===== config.mk =====
export PLATFORM = sky130hd
export DESIGN_NAME = seg7_digit_presenter_flat
export DESIGN_NICKNAME = d
export VERILOG_FILES = /design/src/rtl/seg7_digit_presenter_if.sv /design/src/rtl/seg7_digit_presenter.sv /design/src/flat_wrapper.sv
export SDC_FILE = /design/constraint.sdc
export NUM_CORES = 1
export LEC_CHECK = 0
export CORE_MARGIN = 4
export CORE_UTILIZATION = 26
export CTS_CLUSTER_SIZE = 14
export DETAILED_ROUTE_END_ITERATION = 8
export PLACE_DENSITY_LB_ADDON = 0.2
export SKIP_LAST_GASP = 1
export SLEW_MARGIN = 10
export SYNTH_ARGS = -nofsm -noshare
export SYNTH_HDL_FRONTEND = slang
export SYNTH_SLANG_ARGS = --single-unit

===== constraint.sdc =====
create_clock -name clk -period 2.5 [get_ports clk]
set_input_delay 0.5 -clock clk [delete_from_list [all_inputs] [get_ports clk]]
set_output_delay 0.5 -clock clk [all_outputs]
set_load 0.05 [all_outputs]

===== src/rtl/seg7_digit_presenter_if.sv =====
// Digit handshake between the upstream digit generator and the presenter.
// Master drives code/valid, slave answers with ready.
interface seg7_digit_presenter_if;
  logic [3:0] in_code;
  logic       in_valid;
  logic       in_ready;

  modport master (
    output in_code,
    output in_valid,
    input  in_ready
  );

  modport slave (
    input  in_code,
    input  in_valid,
    output in_ready
  );
endinterface


===== src/rtl/seg7_digit_presenter.sv =====
// Buffers digit codes and shows each on a 7-segment display for a fixed
// hold time, then a blank gap. Optional: DIGIT_DP_MARK_EN marks first digit.
module seg7_digit_presenter #(
  parameter int HOLD_CYCLES = 8,
  parameter int GAP_CYCLES  = 2,
  parameter int FIFO_DEPTH  = 4
) (
  input  logic                        clk,
  input  logic                        reset,
  seg7_digit_presenter_if.slave       in_if,
  output logic [7:0]                  segments,
  output logic                        busy
);

  localparam int AW = $clog2(FIFO_DEPTH);
  localparam logic [7:0] HOLD_LD = 8'(HOLD_CYCLES - 1);
  localparam logic [7:0] GAP_LD =
    (GAP_CYCLES > 0) ? 8'(GAP_CYCLES - 1) : 8'd0;
  localparam bit NO_GAP = (GAP_CYCLES == 0);

  typedef enum logic [1:0] {
    IDLE,
    SHOW,
    GAP
  } state_t;

  logic [3:0] mem_q [FIFO_DEPTH];
  logic [AW:0] wr_q;
  logic [AW:0] rd_q;
  logic        empty;
  logic        full;
  logic        push;
  logic        pop;
  logic [3:0]  head;
  logic [6:0]  head_pat;
  logic        dp_mark;

  state_t      state_q;
  logic [7:0]  cnt_q;
  logic [7:0]  seg_q;

  function automatic logic [6:0] seg_decode(input logic [3:0] c);
    logic [6:0] p;
    case (c)
      4'd0:    p = 7'h3F;
      4'd1:    p = 7'h06;
      4'd2:    p = 7'h5B;
      4'd3:    p = 7'h4F;
      4'd4:    p = 7'h66;
      4'd5:    p = 7'h6D;
      4'd6:    p = 7'h7D;
      4'd7:    p = 7'h07;
      4'd8:    p = 7'h7F;
      4'd9:    p = 7'h6F;
      default: p = 7'h00;
    endcase
    return p;
  endfunction

  assign empty = (wr_q == rd_q);
  assign full  = (wr_q[AW] != rd_q[AW]) &&
                 (wr_q[AW-1:0] == rd_q[AW-1:0]);
  assign push  = in_if.in_valid && !full && !reset;
  assign in_if.in_ready = !full;

  assign head     = mem_q[rd_q[AW-1:0]];
  assign head_pat = seg_decode(head);

  // Pop whenever a slot boundary is reached with a digit waiting.
  always_comb begin
    pop = 1'b0;
    unique case (state_q)
      IDLE:    pop = !empty;
      SHOW:    pop = !empty && (cnt_q == 8'd0) && NO_GAP;
      GAP:     pop = !empty && (cnt_q == 8'd0);
      default: pop = 1'b0;
    endcase
  end

  // Digit storage; no reset needed, validity is tracked by the pointers.
  always_ff @(posedge clk) begin
    if (push) begin
      mem_q[wr_q[AW-1:0]] <= in_if.in_code;
    end
  end

  // Write pointer advances on every accepted digit.
  always_ff @(posedge clk) begin
    if (reset) begin
      wr_q <= '0;
    end else if (push) begin
      wr_q <= wr_q + 1'b1;
    end
  end

`ifdef DIGIT_DP_MARK_EN
  logic first_q;

  // First digit after reset is always loaded from IDLE.
  assign dp_mark = first_q && (state_q == IDLE);

  // Flag drops once the first digit leaves SHOW.
  always_ff @(posedge clk) begin
    if (reset) begin
      first_q <= 1'b1;
    end else if (state_q == SHOW && cnt_q == 8'd0) begin
      first_q <= 1'b0;
    end
  end
`else
  assign dp_mark = 1'b0;
`endif

  // Display sequencer: IDLE -> SHOW (hold) -> GAP (blank) -> next or IDLE.
  always_ff @(posedge clk) begin
    if (reset) begin
      state_q <= IDLE;
      cnt_q   <= '0;
      seg_q   <= '0;
      rd_q    <= '0;
    end else if (pop) begin
      state_q <= SHOW;
      cnt_q   <= HOLD_LD;
      seg_q   <= {dp_mark, head_pat};
      rd_q    <= rd_q + 1'b1;
    end else begin
      unique case (state_q)
        IDLE: begin
          seg_q <= '0;
        end
        SHOW: begin
          if (cnt_q != 8'd0) begin
            cnt_q <= cnt_q - 1'b1;
          end else if (!NO_GAP) begin
            state_q <= GAP;
            cnt_q   <= GAP_LD;
            seg_q   <= '0;
          end else begin
            state_q <= IDLE;
            seg_q   <= '0;
          end
        end
        GAP: begin
          if (cnt_q != 8'd0) begin
            cnt_q <= cnt_q - 1'b1;
          end else begin
            state_q <= IDLE;
            seg_q   <= '0;
          end
        end
        default: begin
          state_q <= IDLE;
          seg_q   <= '0;
        end
      endcase
    end
  end

  assign segments = seg_q;
  assign busy     = (state_q != IDLE) || !empty;

endmodule


===== src/flat_wrapper.sv =====
// flat-port wrapper written by rule: the top's interface ports become plain ports
module seg7_digit_presenter_flat 
#(
  parameter int HOLD_CYCLES = 8,
  parameter int GAP_CYCLES  = 2,
  parameter int FIFO_DEPTH  = 4
)
  (clk, reset, segments, busy, in_if_in_code, in_if_in_valid, in_if_in_ready);
  seg7_digit_presenter_if in_if_i ();
  input  logic clk;
  input  logic reset;
  output logic [7:0] segments;
  output logic busy;
  input wire logic [$bits(in_if_i.in_code)-1:0] in_if_in_code;
  input wire logic [$bits(in_if_i.in_valid)-1:0] in_if_in_valid;
  output wire logic [$bits(in_if_i.in_ready)-1:0] in_if_in_ready;
  assign in_if_i.in_code = in_if_in_code;
  assign in_if_i.in_valid = in_if_in_valid;
  assign in_if_in_ready = in_if_i.in_ready;
  seg7_digit_presenter #(.HOLD_CYCLES(HOLD_CYCLES), .GAP_CYCLES(GAP_CYCLES), .FIFO_DEPTH(FIFO_DEPTH)) u_core (.clk(clk), .reset(reset), .in_if(in_if_i), .segments(segments), .busy(busy));
endmodule

==> run_results.csv <==
group,metric,value,unit
run_status,status,"finished clean",
cts,cts_setup_buffers,0,
grt,grt_pass1_vias,1316,
power_and_ir_drop,power_leakage,0.899,nW
synth,async_reset_ff_share,0,%
worst_setup_path,start_kind,"register",
synth,seq_area_frac_synth,47.0,%
power_and_ir_drop,p_total,2.82,mW
synth,yosys.area_share.xor_xnor,2.52,%
finish,final_cell_mix,"dfxtp_1, edfxtp_1, inv_1, ha_1, clkdlybuf4s50_1",
sta,rsz0062_at_grt,"false",
sta,min_period,2.11,ns
grt,antenna_found_initial,0,
synth,synth.area.top_cells,"dfxtp_1, edfxtp_1, ha_1, mux4_2, a22o_1",
finish,final_common_cell,"dfxtp_1",
synth,avgSynthCellArea,11.2,sq um
synth,yosys.area_share.adder,8.99,%
synth,synthMuxAreaShare,7.25,%
power_and_ir_drop,vdd_drop_max,0.000267,V
floorplan,die_w,97.6,microns
synth,synth_top_family_by_area,"simple AND/OR/NAND/NOR gates",
drt,via_per_inst,4.57,
finish,antenna_cells,0,
grt,grt_use_met3,2.44,%
sta,setup_tns,0,ns
cts,cts_tree,"done",
power_and_ir_drop,cellPowerDensity,1160,nW/um^2
run,cap_violations,0,
synth,synth_top_cell_area_share,24.0,%
placement,io_buffers,15,
worst_setup_path,r2r_start,"u_core.cnt_q[0]$_SDFFE_PP0P_",
cts,path_clk_slew,0.08,ns
grt,grt_start_max_net_pins,14,
drt,routed_wl,3.81,mm
sta,setup_viol,0,
worst_hold_path,hold_depth,1,
grt,grt_usage,8.34,%
worst_hold_path,min-delay-start,"u_core.segments[3]$_SDFFE_PP0P_",
worst_setup_path,cpLargestDelayFamily,"flip-flops",
grt,met2_usage,12.1,%
worst_setup_path,cp-end-kind,"output port",
synth,ys_types,46,
sta,worstMarginPinSlew,0.606,ns
worst_setup_path,crit_type,"register to output port",
synth,netlist_instances,187,
synth,synth_nets,209,
finish,nets,228,
worst_setup_path,max_stage_delay,0.41,ns
synth,synth-edff-count,16,
placement,gp_congestion,0.743,
drt,drt.antenna.violating_nets,0,
synth,synth-simple-area-share,15.5,%
synth,ys.flop_type,"dfxtp_1",
floorplan,dieArea,9520,sq um
synth,synth-compound-area-share,14.1,%
cts,clk-insertion-delay-late,0.29,ns
finish,syn2layout_area_growth,16.5,%
sta,maxSlewViolCount,0,
grt,overflow,0,
placement,place_hpwl,2.82,mm
sta,finClkSkew,0.00786,ns
drt,first_pass_iters,4,
cts,cts_htree_levels,2,
floorplan,num_rows,32,
worst_setup_path,crit_chain,"xor2_1, nor3b_2, buf_4, nand2_1, buf_4",
sta,period_share,84.4,%
worst_hold_path,hp-class,"register to register",
cts,clockBufferDepth,2,
synth,yosysTopAreaCell,"dfxtp_1",
cts,cts.sinks,41,
grt,busiest_layer,"met2",
worst_setup_path,cp.arrival,1.61,ns
cts,cts_hold_buffers,0,
sta,slew_headroom,59.5,%
worst_setup_path,cpMostUsedCell,"buf_4",
synth,synth_area,2090,sq um
drt,wire_per_inst,12.3,microns
finish,drive_above_1_share,12.6,%
cts,cts_made_buffers,5,
cts,clock-root-buffer,"clkbuf_8",
drt,drtIter0Drc,22,
sta,hold_violations,0,
worst_setup_path,critPathBufInv,2,
floorplan,dieHeight,97.6,microns
worst_setup_path,worst-path-max-fanout,13,
worst_setup_path,cp_data_required_time,2.00,ns
synth,yosysWarningCount,0,
worst_setup_path,rr_endpoint,"u_core.cnt_q[0]$_SDFFE_PP0P_",
drt,num_vias,1412,
grt,grt_first_pass_wirelength,6.50,mm
sta,max_freq,474,MHz
synth,synth-seq-cells,41,
grt,grtUsageMet1,11.6,%
worst_setup_path,rrSetupSlack,0.45,ns
worst_setup_path,reg2regPathDepth,6,
floorplan,design.portCount,17,
floorplan,initial_core_util,26.9,%
worst_hold_path,timing.hold.worst_endpoint,"u_core.segments[3]$_SDFFE_PP0P_",
cts,cts.repair.resized,0,
worst_setup_path,cpMaxStageDelayCell,"dfxtp_1",
floorplan,core_area,7770,sq um
drt,drc,0,
==> Yosys cell counts (2+ instances only) <==
library cell,count
a211oi_1,2
a21oi_1,12
a22o_1,7
a31oi_1,2
and2_1,4
buf_2,2
clkbuf_1,2
dfxtp_1,25
edfxtp_1,16
ha_1,15
inv_1,15
mux2i_1,5
mux4_2,4
nand2_1,7
nand2b_1,4
nor2_1,9
nor3_1,2
nor3b_2,2
nor4_1,2
o211ai_1,2
o21ai_0,8
o31ai_1,3
or2_2,3
or3_1,6
or4_1,3
xnor2_1,3
xor2_1,3
==> registers in the layout, indices dropped and copies added (netlist names), named ones only <==
register and count:
u_core.segments 7, u_core.mem_q 16, u_core.cnt_q 8, u_core.rd_q 3, u_core.wr_q 3, u_core.state_q 2
==> per-stage QoR <==
stage	cells	hold WS, ns	setup WS [ns]	area [sq um]	util (%)
3_3_place_gp	301	0.465	0.478	2350	30.2
3_5_place_dp	301	0.462	0.459	2350	30.2
6_report	309	0.481	0.391	2430	31.3
5_1_grt	309	0.489	0.246	2430	31.3
2_1_floorplan	187	0.464	0.589	2090	-
4_1_cts	309	0.481	0.366	2430	31.3
==> power by group <==
group	internal, mW	switching (mW)	total (mW)	leakage (nW)
registers	0.827	0.131	0.957	0.350
clock network	0.193	0.233	0.426	0.0439
logic	0.572	0.865	1.44	0.505
total	1.59	1.23	2.82	0.899
==> logic make-up (layout without fill, tap and decap cells) <==
kind of cell	Yosys count	in the layout
compound gates	44	44
other cells	1	1
mux	10	10
flops	41	41
fa+ha+maj	15	15
xor+xnor	6	6
simple gates	49	49
buf+inv	21	41
==> worst max-delay path by stage <==
stage                                      endpoint  slack [ns]                    startpoint  cells past startpoint
floorplan           u_core.segments[2]$_SDFFE_PP0P_        0.59                      register                      6
detailed placement     u_core.cnt_q[0]$_SDFFE_PP0P_        0.46  u_core.cnt_q[0]$_SDFFE_PP0P_                      6
global route                                   busy        0.25   u_core.wr_q[1]$_SDFFE_PP0P_                      5
CTS                                            busy        0.37   u_core.wr_q[1]$_SDFFE_PP0P_                      5
global placement       u_core.cnt_q[0]$_SDFFE_PP0P_        0.48  u_core.cnt_q[0]$_SDFFE_PP0P_                      6
finish                                         busy        0.39   u_core.wr_q[1]$_SDFFE_PP0P_                      5
==> area by class of cell <==
cell class / instances / area (sq um)
inverter: 15 / 56.3
clock buffer: 5 / 68.8
fill: 802 / 5340
tap: 102 / 128
clock inverter: 3 / 17.5
sequential: 41 / 981
timing repair buffer: 18 / 168
multi-input combinational: 125 / 1010
==> per-layer routing <==
layer	vias to the layer above	routed length (microns)
li1	720	-
met1	658	1950
met4	0	71
met2	27	1650
met3	7	138
met5	-	0
Note: power is estimated with default switching activity, not from simulation.
